==> src/rtl/muxn_reg_hs.sv <==
// Registered NCH-way data selector with valid/ready handshake per channel and a
// one-entry output register. Define MUXN_RR_EN for round-robin channel choice.
module muxn_reg_hs #(
    parameter int DW  = 8,
    parameter int NCH = 4,
    parameter int SW  = 2
) (
    input  logic              clk,
    input  logic              reset_n,
    input  logic [NCH*DW-1:0] in_data_i,
    input  logic [NCH-1:0]    in_valid_i,
    output logic [NCH-1:0]    in_ready_o,
    input  logic [SW-1:0]     select_i,
    output logic [DW-1:0]     out_data_o,
    output logic              out_valid_o,
    input  logic              out_ready_i,
    output logic [SW-1:0]     out_chan_o,
    output logic              sel_err_o
);

    logic [SW-1:0] ch;
    logic          ch_ok;
    logic          ch_vld;
    logic [DW-1:0] ch_data;
    logic          load_ok;
    logic          xfer;

    logic [DW-1:0] out_data_q, out_data_d;
    logic [SW-1:0] out_chan_q, out_chan_d;
    logic          out_valid_q, out_valid_d;

`ifdef MUXN_RR_EN
    logic [SW-1:0] ptr_q, ptr_d;

    // Scan from farthest to nearest so the first valid after ptr wins.
    always_comb begin
        int idx;
        idx   = 0;
        ch    = ptr_q;
        ch_ok = 1'b0;
        for (int k = NCH; k >= 1; k--) begin
            idx = (int'(ptr_q) + k) % NCH;
            if (in_valid_i[idx]) begin
                ch    = SW'(idx);
                ch_ok = 1'b1;
            end
        end
    end

    always_comb begin
        ptr_d = ptr_q;
        if (xfer) ptr_d = ch;
    end

    always_ff @(posedge clk) begin
        if (!reset_n) ptr_q <= SW'(NCH - 1);
        else          ptr_q <= ptr_d;
    end

    assign sel_err_o = 1'b0;
`else
    logic sel_err_q;

    assign ch    = select_i;
    assign ch_ok = (int'(select_i) < NCH);

    always_ff @(posedge clk) begin
        if (!reset_n) sel_err_q <= 1'b0;
        else          sel_err_q <= !ch_ok;
    end

    assign sel_err_o = sel_err_q;
`endif

    // Mux by comparison so an out-of-range select never indexes past the bus.
    always_comb begin
        ch_data = '0;
        ch_vld  = 1'b0;
        for (int c = 0; c < NCH; c++) begin
            if (ch_ok && (int'(ch) == c)) begin
                ch_data = in_data_i[c*DW +: DW];
                ch_vld  = in_valid_i[c];
            end
        end
    end

    assign load_ok = !out_valid_q || out_ready_i;
    assign xfer    = load_ok && ch_vld;

    for (genvar c = 0; c < NCH; c++) begin : g_rdy
        assign in_ready_o[c] = reset_n && load_ok && ch_ok && (ch == SW'(c));
    end

    always_comb begin
        out_data_d  = out_data_q;
        out_chan_d  = out_chan_q;
        out_valid_d = out_valid_q;
        if (xfer) begin
            out_data_d  = ch_data;
            out_chan_d  = ch;
            out_valid_d = 1'b1;
        end else if (out_ready_i) begin
            out_valid_d = 1'b0;
        end
    end

    always_ff @(posedge clk) begin
        if (!reset_n) begin
            out_data_q  <= '0;
            out_chan_q  <= '0;
            out_valid_q <= 1'b0;
        end else begin
            out_data_q  <= out_data_d;
            out_chan_q  <= out_chan_d;
            out_valid_q <= out_valid_d;
        end
    end

    assign out_data_o  = out_data_q;
    assign out_chan_o  = out_chan_q;
    assign out_valid_o = out_valid_q;

endmodule

==> config.mk <==
export PLATFORM = sky130hd
export DESIGN_NAME = muxn_reg_hs
export DESIGN_NICKNAME = d
export VERILOG_FILES = /design/src/rtl/muxn_reg_hs.sv
export SDC_FILE = /design/constraint.sdc
export NUM_CORES = 1
export LEC_CHECK = 0
export ABC_CLOCK_PERIOD_IN_PS = 3370
export BUFFER_PORTS_ARGS = -buffer_cell sky130_fd_sc_hd__buf_2
export CORE_MARGIN = 2
export CORE_UTILIZATION = 30
export DETAILED_ROUTE_END_ITERATION = 10
export PLACE_DENSITY_LB_ADDON = 0.15
export SETUP_SLACK_MARGIN = 0.4
export SYNTH_ARGS = -nofsm -noshare
export SYNTH_HDL_FRONTEND = slang
export SYNTH_SLANG_ARGS = --single-unit
==> constraint.sdc <==
create_clock -name clk -period 3.37 [get_ports clk]
set_clock_uncertainty 0.1 [all_clocks]
set_input_delay 0.5055 -clock clk [delete_from_list [all_inputs] [get_ports clk]]
set_output_delay 0.5055 -clock clk [all_outputs]
set_load 0.005 [all_outputs]
# Word-level counts from Yosys, hierarchy flattened
# Index checks and enable logic that the tools add are counted.
dict set report word_totals {
  word_cells 30
  reg_bits 11
}
dict set report op_classes {
  n_reduce_logical 11
  n_eq_ne 6
  n_mux 10
}
# cell count
set op_table {}
lappend op_table {{two-way mux 8 bit} 4}
lappend op_table {{== test 2 bit, second input constant} 4}
lappend op_table {{logical AND 1 bit} 6}
lappend op_table {{two-way mux 1 bit} 6}
lappend op_table {{== test 2 x 1 -> 1 bit, second input constant} 2}
lappend op_table {{zero test 2 bit} 2}
lappend op_table {{nonzero test 2 bit} 1}
lappend op_table {{zero test 1 bit} 1}
lappend op_table {{logical OR 1 bit} 1}

# Logic depth before layout (Yosys ltp)
dict set report depth {
  ltp_word 7
  ltp_mapped 6
  mapped_depth_nobuf 4
}

# Worst setup path after synthesis
# OpenSTA, ideal clock, no wires.
dict set report synth_timing {
  kind {in2out}
  start {input port select_i[0]}
  end {output port in_ready_o[1]}
  required_time_ns 2.764
  arrival_ns 1.050
  n_path_buf 2
  setup_slack_ns 1.714
  path_stages 4
  path_cell_list {buf_6 -> buf_4 -> inv_1 -> nor3_1}
}
dict set report synth_via {
  elab_chain_cells 2
}
# element line_no
set synth_rtl {}
lappend synth_rtl {{start, declared} 13} ;# input logic [SW-1:0] select_i,
lappend synth_rtl {{== test 2 x 1 -> 1 bit} 91} ;# assign in_ready_o[c] = reset_n && load_ok && ch_ok && (ch == SW'(c));
lappend synth_rtl {{logical AND 1 bit} 91}
lappend synth_rtl {{end, declared} 12} ;# output logic [NCH-1:0] in_ready_o,
# No other way between the ends.

# Worst setup path in the final report
# Ends and elaborated chain as after synthesis.

==> results.py <==
metrics = {
    "run_status": {
        "status": "completed",
    },
    "layout": {
        "antennaDiodeCount": 0,
        "area_delta_synth_final_pct": 38.6,
        "fillerInstances": 235,
        "multi_input_area_um2": 460,
        "seq_area_um2": 220,
        "fin_nets": 169,
        "drive_gt1_share_pct": 53.5,
        "utilization_pct": 45.0,
    },
    "sta": {
        "hold_viol": 0,
        "slew_violations": 0,
        "tightest_slew_ns": 0.511,
        "timing.fmax_mhz": 531,
        "fin_crit_ns": 1.88,
        "fin_tns_setup_ns": 0,
        "timing.final.crit_share_pct": 55.9,
        "hold_slack_ns": 0.360,
        "setup_viol": 0,
        "rsz0062_at_grt": "false",
        "slew_headroom_pct": 65.8,
    },
    "routing": {
        "drt-total-wl_mm": 1.98,
        "dr.first_iter.drc_count": 3,
        "firstDrtPassIters": 3,
        "drc": 0,
        "num_vias": 754,
        "ant_nets": 0,
        "wl_per_cell_um": 12.8,
        "viasPerCell": 4.86,
    },
    "pwr": {
        "power_leakage_nw": 0.494,
        "p_int_uw": 241,
        "ir_worst_vdd_mv": 0.174,
        "switching_power_uw": 95.0,
        "combPwrFrac_pct": 28.8,
        "swShare_pct": 28.3,
        "p_seq_share_pct": 43.5,
        "p_clk_share_pct": 27.7,
        "p_per_area_nw_per_um2": 328,
    },
    "grt": {
        "grt_max_degree": 17,
        "grt-ovfl-total": 0,
        "first_global_vias": 763,
        "grt_usage_pct": 15.8,
        "grt_pass1_wl_mm": 3.25,
        "antenna_found_initial": 0,
    },
    "floorplan": {
        "die_area_um2": 2880,
        "die_w_um": 53.6,
        "ioPinCount": 57,
        "initial_core_util_pct": 32.5,
        "fp.dieH_um": 53.6,
        "rows": 17,
        "core_um2": 2280,
    },
    "setup_path": {
        "start_kind": "primary input",
        "required_ns": 2.76,
        "cp_slowest_stage_delay_ns": 0.32,
        "critPathBufInv": 3,
        "critPathArrivalTime_ns": 1.28,
        "cp_max_fo": 14,
        "crit_type": "in2out",
        "critPathTopFamily": "buffers and inverters",
        "path_common_cell": "buf_2",
        "cp-end-kind": "output port",
        "cpMaxStageDelayCell": "buf_2",
        "path_cells": "buf_2, inv_1, nor3_1, buf_2",
    },
    "yosys": {
        "synthAdderAreaFrac_pct": 0,
        "ys_ff_latch": 11,
        "syn_nets": 116,
        "synth_area_per_cell_um2": 9.86,
        "synthMuxAreaShare_pct": 27.7,
        "synth-simple-area-share_pct": 16.4,
        "ys_seq_area_share_pct": 29.8,
        "synthDistinctLibCells": 23,
        "synth_warnings": 0,
        "synth_compound_area_share_pct": 17.6,
        "synth_top_family_by_area": "multiplexers",
        "syn_area_um2": 739,
        "postSynthCellCount": 75,
        "synth_xor_area_share_pct": 0,
    },
    "clocking": {
        "holdBufCountCts": 0,
        "cts_tree": "built",
        "cts-root-buf": "clkbuf_4",
        "htreeDepth": 1,
        "post_cts_resized": 0,
        "clkTransAtPathRegs_ns": 0.07,
        "clock_latency_ns": 0.27,
        "postCtsSetupBuffers": 0,
        "cts_buffers": 3,
        "cts_buffer_depth": 2,
        "cts_sinks": 11,
    },
    "job": {
        "maxCapViolCount": 0,
    },
    "place": {
        "gp_congestion": 0.786,
        "post-dp-hpwl_mm": 1.53,
        "place.port_buffers": 55,
    },
    "min_path": {
        "hp-class": "reg2reg",
    },
}
## cells in the final DEF, fill, tap and decap left out, types with 2 or more instances in the layout
cell / synthesis / routed
a21boi_1: 9 / 9
nor2b_1: 2 / 2
a21oi_1: 2 / 2
nand3_1: 11 / 11
o21ai_0: 9 / 9
dfxtp_1: 11 / 11
nor2_1: 3 / 3
buf_2: 2 / 55
inv_1: 2 / 2
mux4_2: 8 / 8
clkbuf_4: 0 / 3
nor3_1: 2 / 2
## worst min-delay path: cells and delay by family (launching register included)
family / cells / cell delay [ns]
flip-flops: 1 / 0.31
AND/OR/NAND/NOR: 1 / 0.06
AO/OA/AOI/OAI: 1 / 0.05
## final cells by class
type	count	area share (%)
inverters	2	0.733
well taps	28	3.42
flip-flops and latches	11	21.5
repair buffers	55	26.9
clock buffers	4	2.56
multi-input cells	55	44.9
## sequential cells by signal, summed over array words and instances (netlist names)
signal / cells
out_chan_o: 2
out_valid_o: 1
out_data_o: 8
## layer usage
metal  up-vias  global-route usage (%)  part of all wire [%]
li1        381                       -                     -
met3         2                    6.11                   7.6
met4         0                    4.70                  0.66
met1       343                    17.5                    42
met2        28                    27.8                    50
met5         -                       0                     0
## cells by family after synthesis
logic type,Yosys count
AOI/OAI and AO/OA,21
buffers and inverters,9
DFF,11
muxes,10
other,1
and+or+nand+nor,23
## cells in the mapped netlist, drive strengths merged
cell type	n	area, um2
conb	1	3.75
inv	2	7.51
o21ai	9	45.0
and3	1	6.26
buf	6	47.5
or3	1	6.26
nor2b	2	12.5
nor2	3	11.3
mux2	1	15.0
a21oi	2	10.0
mux4	8	180
mux2i	1	10.0
clkbuf	1	3.75
o21a	1	7.51
nand2b	1	6.26
nand3	11	55.1
nand2	1	3.75
nor3	3	20.0
dfxtp	11	220
a21boi	9	67.6
## final timing paths
| check | start | endpoint | slack [ns] | depth (start not counted) |
|---|---|---|---|---|
| setup / recovery | select_i[0] | in_ready_o[1] | 1.49 | 4 |
| hold / removal | out_data_o[7] | out_data_o[7] | 0.36 | 2 |
| setup reg to reg | out_valid_o | out_chan_o[1] | 1.91 | 4 |
| hold reg to reg | out_data_o[7] | out_data_o[7] | 0.36 | 2 |
## through the flow
stage	setup WS [ns]	power (mW)	std cells	instance area [um2]
6_report	1.49	0.336	155	1020
5_1_grt	1.39	0.359	155	1020
4_1_cts	1.47	0.339	155	1020
3_5_place_dp	1.34	0.247	151	998
3_3_place_gp	1.34	0.246	151	998
2_1_floorplan	1.71	0.208	75	739
## power by group through the flow
stage,registers [mW],logic [mW],clock network [mW]
6_report,0.146,0.0969,0.0930
5_1_grt,0.147,0.109,0.103
4_1_cts,0.146,0.0982,0.0941
3_5_place_dp,0.149,0.0976,0
3_3_place_gp,0.149,0.0966,0
2_1_floorplan,0.150,0.0577,0
No activity file was read; power rests on OpenSTA's default activity.
